===== config.mk =====
export PLATFORM = sky130hd
export DESIGN_NAME = mx_int8_block_sequencer
export DESIGN_NICKNAME = d
export VERILOG_FILES = /design/src/rtl/mx_int8_block_sequencer.sv
export SDC_FILE = /design/constraint.sdc
export NUM_CORES = 1
export LEC_CHECK = 0
export ABC_AREA = 0
export CORE_ASPECT_RATIO = 0.5
export CORE_MARGIN = 1.5
export CORE_UTILIZATION = 60
export CTS_CLUSTER_DIAMETER = 150
export DETAILED_ROUTE_END_ITERATION = 10
export DONT_BUFFER_PORTS = 1
export HOLD_SLACK_MARGIN = 0.03
export PLACE_DENSITY = 0.81
export SETUP_SLACK_MARGIN = 0.4
export SKIP_CTS_REPAIR_TIMING = 1
export SYNTH_ARGS = -nofsm -noshare
export SYNTH_HDL_FRONTEND = slang
export SYNTH_SLANG_ARGS = --single-unit
export TNS_END_PERCENT = 5

===== constraint.sdc =====
create_clock -name clk_i -period 13.3 [get_ports clk_i]
set_input_delay 1.33 -clock clk_i [delete_from_list [all_inputs] [get_ports clk_i]]
set_output_delay 1.33 -clock clk_i [all_outputs]
set_load 0.03 [all_outputs]

===== src/rtl/mx_int8_block_sequencer.sv =====
// -----------------------------------------------------------------------------
// mx_int8_block_sequencer
//
// Collects BLOCK_SIZE bf16 elements, derives a shared E8M0 scale from the
// largest exponent in the block, then streams the block back out as MX int8
// elements (two's complement, implicit 2^-6 weight relative to the scale).
// Fill and emit phases alternate; they never overlap.
//
// Ports
//   clk_i        : clock, all state updates on the rising edge
//   rst_i        : asynchronous active-high reset
//   clear_i      : synchronous abort of the current block
//   in_valid_i   : bf16 element valid
//   in_ready_o   : sequencer accepts an element (high during FILL)
//   in_data_i    : bf16 element {sign, exp[7:0], mant[6:0]}
//   out_valid_o  : quantized element valid (high during EMIT)
//   out_ready_i  : consumer accepts an element
//   out_data_o   : MX int8 element
//   out_scale_o  : shared E8M0 block scale
//   out_last_o   : marks element BLOCK_SIZE-1 of a block
// -----------------------------------------------------------------------------
module mx_int8_block_sequencer #(
    parameter int BLOCK_SIZE = 32
) (
    input  logic        clk_i,
    input  logic        rst_i,
    input  logic        clear_i,
    input  logic        in_valid_i,
    output logic        in_ready_o,
    input  logic [15:0] in_data_i,
    output logic        out_valid_o,
    input  logic        out_ready_i,
    output logic [7:0]  out_data_o,
    output logic [7:0]  out_scale_o,
    output logic        out_last_o
);

    localparam int               CNT_W    = $clog2(BLOCK_SIZE);
    localparam logic [CNT_W-1:0] LAST_IDX = CNT_W'(BLOCK_SIZE - 1);

    typedef enum logic {
        FILL = 1'b0,
        EMIT = 1'b1
    } state_t;

    state_t           state_q, state_d;
    logic [CNT_W-1:0] wr_cnt_q, rd_cnt_q;
    logic [7:0]       max_exp_q, scale_q;
    logic             nan_flag_q;
    logic [15:0]      mem_q [BLOCK_SIZE];

    logic             in_fire, out_fire;
    logic [7:0]       in_exp, max_exp_d;
    logic             nan_flag_d;

    // bf16 -> int8 at the given block scale, round-to-nearest-even, saturating.
    function automatic logic [7:0] quantize(input logic [15:0] elem,
                                            input logic [7:0]  scale);
        logic [7:0]  exp_v;
        logic [7:0]  sig;
        logic [8:0]  sh;
        logic [15:0] shifted;
        logic [7:0]  q;
        logic [7:0]  rem;
        logic        round_up;
        logic [8:0]  mag;
        logic [7:0]  res;

        exp_v    = elem[14:7];
        sig      = {1'b1, elem[6:0]};
        // Nine bits so a (never expected) exponent above the scale wraps
        // to a large shift and flushes to zero instead of overflowing.
        sh       = 9'd1 + {1'b0, scale} - {1'b0, exp_v};
        shifted  = 16'h0000;
        q        = 8'h00;
        rem      = 8'h00;
        round_up = 1'b0;
        mag      = 9'h000;
        res      = 8'h00;

        if (scale != 8'hFF && exp_v != 8'h00 && sh < 9'd9) begin
            // Keep the discarded bits in the low byte to decide rounding.
            shifted  = {sig, 8'h00} >> sh[3:0];
            q        = shifted[15:8];
            rem      = shifted[7:0];
            round_up = (rem > 8'h80) || ((rem == 8'h80) && q[0]);
            mag      = {1'b0, q} + {8'h00, round_up};
            if (mag > 9'd127) begin
                mag = 9'd127;
            end
            res = elem[15] ? (~mag[7:0] + 8'd1) : mag[7:0];
        end
        return res;
    endfunction

    // A cycle with clear_i high never completes a handshake.
    assign in_fire    = in_valid_i  & (state_q == FILL) & ~clear_i;
    assign out_fire   = out_ready_i & (state_q == EMIT) & ~clear_i;

    assign in_exp     = in_data_i[14:7];
    assign max_exp_d  = (in_exp > max_exp_q) ? in_exp : max_exp_q;
    assign nan_flag_d = nan_flag_q | (in_exp == 8'hFF);

    // ---------------------------------------------------------------- FSM ---
    always_ff @(posedge clk_i or posedge rst_i) begin
        if (rst_i) begin
            state_q <= FILL;
        end else begin
            // NOTE: registers take non-blocking assignments so every flop
            // samples pre-edge values, whatever the block ordering.
            state_q <= state_d;
        end
    end

    always_comb begin
        // NOTE: default first, so no path through the block leaves state_d
        // unassigned and infers a latch.
        state_d = state_q;
        if (clear_i) begin
            state_d = FILL;
        end else begin
            case (state_q)
                FILL: if (in_fire  && wr_cnt_q == LAST_IDX) state_d = EMIT;
                EMIT: if (out_fire && rd_cnt_q == LAST_IDX) state_d = FILL;
                default: state_d = FILL;
            endcase
        end
    end

    // ----------------------------------------------------------- datapath ---
    always_ff @(posedge clk_i or posedge rst_i) begin
        if (rst_i) begin
            wr_cnt_q   <= '0;
            rd_cnt_q   <= '0;
            max_exp_q  <= 8'h00;
            nan_flag_q <= 1'b0;
            scale_q    <= 8'h00;
        end else if (clear_i) begin
            // The scale deliberately survives an abort.
            wr_cnt_q   <= '0;
            rd_cnt_q   <= '0;
            max_exp_q  <= 8'h00;
            nan_flag_q <= 1'b0;
        end else if (in_fire) begin
            wr_cnt_q   <= wr_cnt_q + 1'b1;  // wraps to 0 after the last element
            max_exp_q  <= max_exp_d;
            nan_flag_q <= nan_flag_d;
            if (wr_cnt_q == LAST_IDX) begin
                scale_q <= nan_flag_d ? 8'hFF : max_exp_d;
            end
        end else if (out_fire) begin
            rd_cnt_q <= rd_cnt_q + 1'b1;
            if (rd_cnt_q == LAST_IDX) begin
                rd_cnt_q   <= '0;
                max_exp_q  <= 8'h00;
                nan_flag_q <= 1'b0;
            end
        end
    end

    // NOTE: the element buffer has no reset; only entries written in the
    // current block are ever read, so resetting it would buy nothing.
    always_ff @(posedge clk_i) begin
        if (in_fire) begin
            mem_q[wr_cnt_q] <= in_data_i;
        end
    end

    // ------------------------------------------------------------ outputs ---
    assign in_ready_o  = (state_q == FILL);
    assign out_valid_o = (state_q == EMIT);
    assign out_scale_o = scale_q;
    // Gated outside EMIT so unwritten buffer entries never reach the port.
    assign out_data_o  = (state_q == EMIT) ? quantize(mem_q[rd_cnt_q], scale_q) : 8'h00;
    assign out_last_o  = (state_q == EMIT) && (rd_cnt_q == LAST_IDX);

endmodule


==> metrics.txt, run 1 <==
Synth Register Bits=540; Reg2Reg Depth=5; hold-critical path depth=1; largest family of logic cells by synthesized area=multiplexers; post-synthesis async set-or-reset flop share=under 10%; clock root buffer=clkbuf_16; CTS buffer count=45; unrepaired setup endpoints after global routing=no; XOR/XNOR Fraction of Synth Area=less than 1%; CTS sink cnt=540; Core ar.=37,500 um2; Worst-Margin Slew=1.15 ns; Reg-to-Reg Start=out_valid_o; DP Worst Slack=around 4.7 ns; Via Count=around 13,000; min-delay src=max_exp_q[1]; Area Overhead vs Synth=9.18%; Post-synth EDFFs=512; die outline height=about 140 um; Comb power frac=under 10%; Simple-Gate Fraction of Synth Area=4.77%; Leakage=approximately 7.8 nW; r2r setup slk=9.66 ns; worst endpoint data arrival time=7.93 ns; CTS clock-pin slew for the worst setup and hold paths=approximately 0.06 ns; Synth area leaders=edfxtp_1, mux2i_1, mux4_2; Hold Fails Final Rpt=0; largest net degree at the start of global routing=~110; vias in the first global route=between 10,000 and 15,000; DRC=0; Synth Flop Type=edfxtp_1; sequential share of power=~56%; crit share post-route=between 60% and 70%; status=completed; PortBufs=0; worst-path maximum fanout=36; Pwr Density=roughly 130 nW/um2; multiplexer share of the synthesized area=between 10% and 20%; Netlist Area Pre-Place=~23,000 um2; Sw Ratio=between 10% and 20%; Synth Area in Compound Gates=7.59%; Yosys top cell by area=edfxtp_1; Ports=40; worst hold slack=roughly 0.55 ns; Rel. slew slack=a little under a quarter; Longest Clk Path Bufs=3; Internal Power=2.67 mW; Antenna Violating Nets Remaining=0; hold endpoint=max_exp_q[1]; Pre-antenna DRT Iters=6; syn avg cell area=between 15 and 20 um2; die area=39,300 um2; Overflow after GRT=0; type of the tightest min-delay check=flip-flop to flip-flop; # diodes=0; Synth cell types=between 70 and 80; drt initial violations=about 1,700; Startpoint Class=flip-flop; setup TNS=0 ns; Multi-input gate area=6290 um2; global-route wire length before repair=roughly 80,000 um; total number of H-tree levels=2; Placed Cells=between 1,500 and 2,000; reg2reg end=mem_q[19][5]; Initial Util=61.0%; final max-slew violation count=0; drt via density=around 6.8; layout cell share with drive strength beyond 1=a little over an eighth; post-synthesis adder-cell area fraction=between 1.5 and 2%; Tot Pwr=~3.3 mW; Setup Viol. Count Final=0; fmax=~0.11 GHz; gate count after technology mapping=about 1,400; # fillers=roughly 2,400; Layout Cells excl Fill=~1,900; Final Skew=around 0.018 ns; Critical Path End Type=output pin; Final nets=1,464; commonest non-fill, non-tap cell in the layout=edfxtp_1; CP Class=flip-flop to output pin; RePlAce Congestion=just under 0.9; FF/Latch Area=~16,000 um2; max cap viols=0; worst skew pair latency=0.57 ns; Mapped Nets=1,442; GR Util All Layers=between 20% and 30%; antenna violations before repair=0; Post-Route WL=53,800 um; Peak VDD IR=slightly above 80 uV; most frequent cells in the layout=edfxtp_1, mux2i_1, nor2_1; synth warn=0; part of the Yosys area used for sequential elements=about 70%; hpwl dp=around 33,000 um; Clock power frac=about 41%; post-layout min period=9.26 ns; row cnt=50; CTS tree=done; wire per inst=about 28 um; Worst Slack Setup Final=between 4 and 5 ns; Critical Path RT=roughly 12 ns; Die Span X=279 um; share of Yosys cell area claimed by the top area cell type=slightly below 70%; Psw=0.646 mW
-- flip-flops by register name (all words and copies together) (netlist names) --
| name | cells |
|---|---|
| out_scale_o | 8 |
| nan_flag_q | 1 |
| wr_cnt_q | 5 |
| out_valid_o | 1 |
| rd_cnt_q | 5 |
| mem_q | 512 |
| max_exp_q | 8 |
-- cells by family (layout without fill, tap and decap cells) --
kind of cell | after synthesis | in the layout
flops | 540 | 540
fa+ha+maj | 33 | 33
compound gates | 260 | 260
xor+xnor | 16 | 16
mux | 220 | 220
simple gates | 222 | 222
buf+inv | 97 | 152
-- cell type report --
class                           count  area share [%]
Timing Repair Buffer               44            1.37
Clock inverter                     26            1.29
Tap cell                          494            2.48
Sequential cell                   540            64.5
Inverter                           28           0.421
Multi-Input combinational cell    751            25.2
Clock buffer                       54            4.74
-- worst max-delay path: stages (launching register included) --
cell      delay (ns)
dfrtp_2         0.75
buf_4           0.58
nand2b_1        0.62
buf_4           0.39
o221ai_1        0.21
o22ai_1         0.22
nor2_1          0.08
a21oi_1         0.28
inv_1           0.08
ha_1            0.28
inv_1           0.04
ha_1            0.49
clkinv_1        0.31
nand2_1         0.18
nor3_1          0.67
nor3_1          0.11
a211oi_1        0.26
ha_1            0.27
nand3_1         0.12
xor2_1          0.18
a211oi_2        0.40
a41oi_1         0.18
xnor2_1         0.23
and2_1          0.37
-- per-stage QoR --
stage	utilization (%)	cell area, um2
after floorplan	-	22800
after global placement	62.5	23400
after detailed placement	62.5	23400
after CTS	66.6	24900
after global routing	66.6	24900
final	66.6	24900
-- cells in the mapped netlist, types with 16 or more instances --
cell type  number
a21oi_1        82
a22oi_1        44
buf_2          18
clkbuf_1       31
dfrtp_1        28
edfxtp_1      512
ha_1           32
inv_1          26
mux2_2         18
mux2i_1       148
mux4_2         47
nand2_1        52
nor2_1         84
nor3_1         16
o21ai_0        39
o221ai_1       16
o22ai_1        19
-- how the worst max path moves through the flow --
stage,from,end,cells past startpoint
5_1_grt,rd_cnt_q[1],out_data_o[6],24
3_3_place_gp,rd_cnt_q[1],out_data_o[6],24
3_5_place_dp,rd_cnt_q[1],out_data_o[6],24
2_1_floorplan,rd_cnt_q[0],out_data_o[6],27
4_1_cts,rd_cnt_q[1],out_data_o[6],24
6_report,rd_cnt_q[1],out_data_o[6],23
-- power by group through the flow --
stage / clock, mW / combinational [mW] / sequential (mW)
floorplan: 0 / 0.0660 / 1.91
global placement: 0 / 0.0828 / 1.91
detailed placement: 0 / 0.0872 / 1.91
CTS: 1.36 / 0.0879 / 1.87
global route: 1.43 / 0.0974 / 1.87
finish: 1.36 / 0.0893 / 1.87
-- per-layer routing --
layer	up-vias	routed length, um	global-route usage (%)
met2	827	25200	43.3
met1	6607	20700	40.3
li1	5574	-	-
met3	114	6520	5.82
met5	-	0	0
met4	0	1310	7.49
Power figures use the tool's default switching activity.
==> run 2: changes to the inputs <==
==> constraint.sdc (replaced) <==
create_clock -name clk_i -period 8.9 [get_ports clk_i]
set_input_delay 0.89 -clock clk_i [delete_from_list [all_inputs] [get_ports clk_i]]
set_output_delay 0.89 -clock clk_i [all_outputs]
set_load 0.03 [all_outputs]
==> metrics.txt, run 2 (synthesized netlist as in run 1, its figures left out) <==
Rel. slew slack=20.5% (-2.6 points); fmax=0.127 GHz; CP most frequent cell=ha_1; CTS clock-pin slew for the worst setup and hold paths=0.07 ns (about the same); Critical Path RT=8.01 ns (-3.96 ns); Final Skew=0.0117 ns (-0.00639 ns); global-route wire length before repair=80,700 um (+0.73%); Initial Util=61.0% (unchanged); worst-path maximum fanout=30 (-17%); die area=39,300 um2 (unchanged); Core ar.=37,500 um2 (unchanged); Setup Viol. Count Final=0 (unchanged); CP Class=flip-flop to output pin; post-layout min period=7.90 ns; wire per inst=27.4 um (-1.3%); drt initial violations=1,713 (+0.41%); type of the tightest min-delay check=input pin to flip-flop; reg2reg end=max_exp_q[0]; # diodes=0 (unchanged); Leakage=7.84 nW (about the same); GR Util All Layers=27.6% (-0.11 points); final max-slew violation count=0 (unchanged); Ports=40 (unchanged); worst path bufs/invs=2 (-3); Startpoint Class=flip-flop; status=completed; drt via density=6.76 (-0.23%); Overflow after GRT=0 (unchanged); unrepaired setup endpoints after global routing=no; Final nets=1,470 (+0.41%); Post-Route Utilization=66.5% (-0.067 points); PortBufs=0 (unchanged); RePlAce Congestion=0.868 (-1.3%); crit share post-route=between 80% and 90%; layout cell share with drive strength beyond 1=14.0% (+0.47 points); Worst Slack Setup Final=1.00 ns (-3.04 ns); min-delay src=clear_i; Reg2Reg Depth=7 (+2); largest register by flop count=mem_q; DRC=0 (unchanged); largest net degree at the start of global routing=109 (unchanged); Post-Route WL=53,400 um (-0.82%); vias in the first global route=13,300 (+2.8%); Reg-to-Reg Start=rd_cnt_q[1]; CTS tree=done; Critical Path End Type=output pin; hold endpoint=rd_cnt_q[4]; total number of H-tree levels=2 (unchanged); CTS buffer count=46 (+2.2%); max reg flops=512 (unchanged); crit-path cells=nand2b_1 -> buf_4 -> o221ai_1 -> o22ai_1 -> a211oi_1 -> a21oi_1 -> ha_1 -> ha_1 -> clkinv_1 -> nand2_1 -> o32ai_1 -> nor2_1 -> nor3_1 -> nor3_1 -> o41ai_2 -> nor2b_1 -> ha_1 -> nor4b_2 -> a41oi_1 -> xnor2_1 -> and2_1; CP max stage delay=0.84 ns (+0.09 ns); antenna violations before repair=0 (unchanged); setup TNS=0 ns (unchanged); most frequent cells in the layout=edfxtp_1, mux2i_1, nor2_1; Worst-Margin Slew=1.19 ns (+0.0379 ns); hpwl dp=33,000 um (+0.91%); die outline height=141 um (unchanged); max cap viols=0 (unchanged); Die Span X=279 um (unchanged); Longest Clk Path Bufs=3 (unchanged); Hold Fails Final Rpt=0 (unchanged); FF/Latch Area=16,100 um2 (unchanged); Pwr Density=194 nW/um2 (+46%); row cnt=50 (unchanged); Critical-path top delay cell=dfrtp_2; worst endpoint data arrival time=7.01 ns (-0.92 ns); hold-critical path depth=1 (unchanged); Antenna Violating Nets Remaining=0 (unchanged); Area Overhead vs Synth=9.07%; # fillers=2,330 (-1.1%); Pre-antenna DRT Iters=5 (-1); Via Count=13,200 (+0.23%); Multi-input gate area=6290 um2 (about the same); r2r setup slk=5.63 ns (-4.03 ns); family with the most delay on the worst path=compound AO/OA/AOI/OAI gates; commonest non-fill, non-tap cell in the layout=edfxtp_1; clock root buffer=clkbuf_16; worst skew pair latency=0.57 ns (about the same); DP Worst Slack=1.62 ns (-3.12 ns); CTS sink cnt=540 (unchanged); Peak VDD IR=146 uV (+81%)
[run 2: worst register-to-register path, cell delays in order (launching register included)]
cell      delay, ns
dfrtp_2        0.67
buf_4          0.41
ha_1           0.30
and3_1         0.20
ha_1           0.31
and3_1         0.25
a211oi_1       0.82
a22o_1         0.25
[run 2: final cells by class]
cell class / instances / area share (%)
clock buffer: 60 / 5.25
clock inverter: 24 / 0.472
sequential: 540 / 64.5
timing repair buffer: 49 / 1.58
multi-input combinational: 751 / 25.3
inverter: 28 / 0.422
tap: 494 / 2.48
[run 2: worst max-delay path by stage]
stage | start | end | depth (start not counted) | slack [ns]
final | rd_cnt_q[1] | out_data_o[6] | 21 | 1.00
after global placement | rd_cnt_q[0] | out_data_o[6] | 19 | 1.76
after detailed placement | rd_cnt_q[0] | out_data_o[6] | 20 | 1.62
after global routing | rd_cnt_q[1] | out_data_o[6] | 23 | 0.49
after floorplan | rd_cnt_q[0] | out_data_o[6] | 27 | 2.21
after CTS | rd_cnt_q[0] | out_data_o[6] | 21 | 0.91
[run 2: report_power, final]
part           switching (mW)  internal [mW]
Combinational          0.0812         0.0500
Clock                   0.876           1.04
Sequential            0.00605           2.79
[run 2: routing by layer]
layer	GRT usage, %	part of all wire [%]
met1	40.0	39
met2	43.5	47
met3	5.15	11
met4	8.18	2.5
met5	0	0
[run 2: per-stage QoR]
stage	power (mW)	cells	instance area (um2)	hold WS, ns
2_1_floorplan	2.95	1388	22800	0.487
3_3_place_gp	2.97	1861	23500	0.520
3_5_place_dp	2.98	1861	23500	0.514
4_1_cts	4.85	1945	24900	0.364
5_1_grt	4.96	1946	24900	0.367
6_report	4.84	1946	24900	0.386
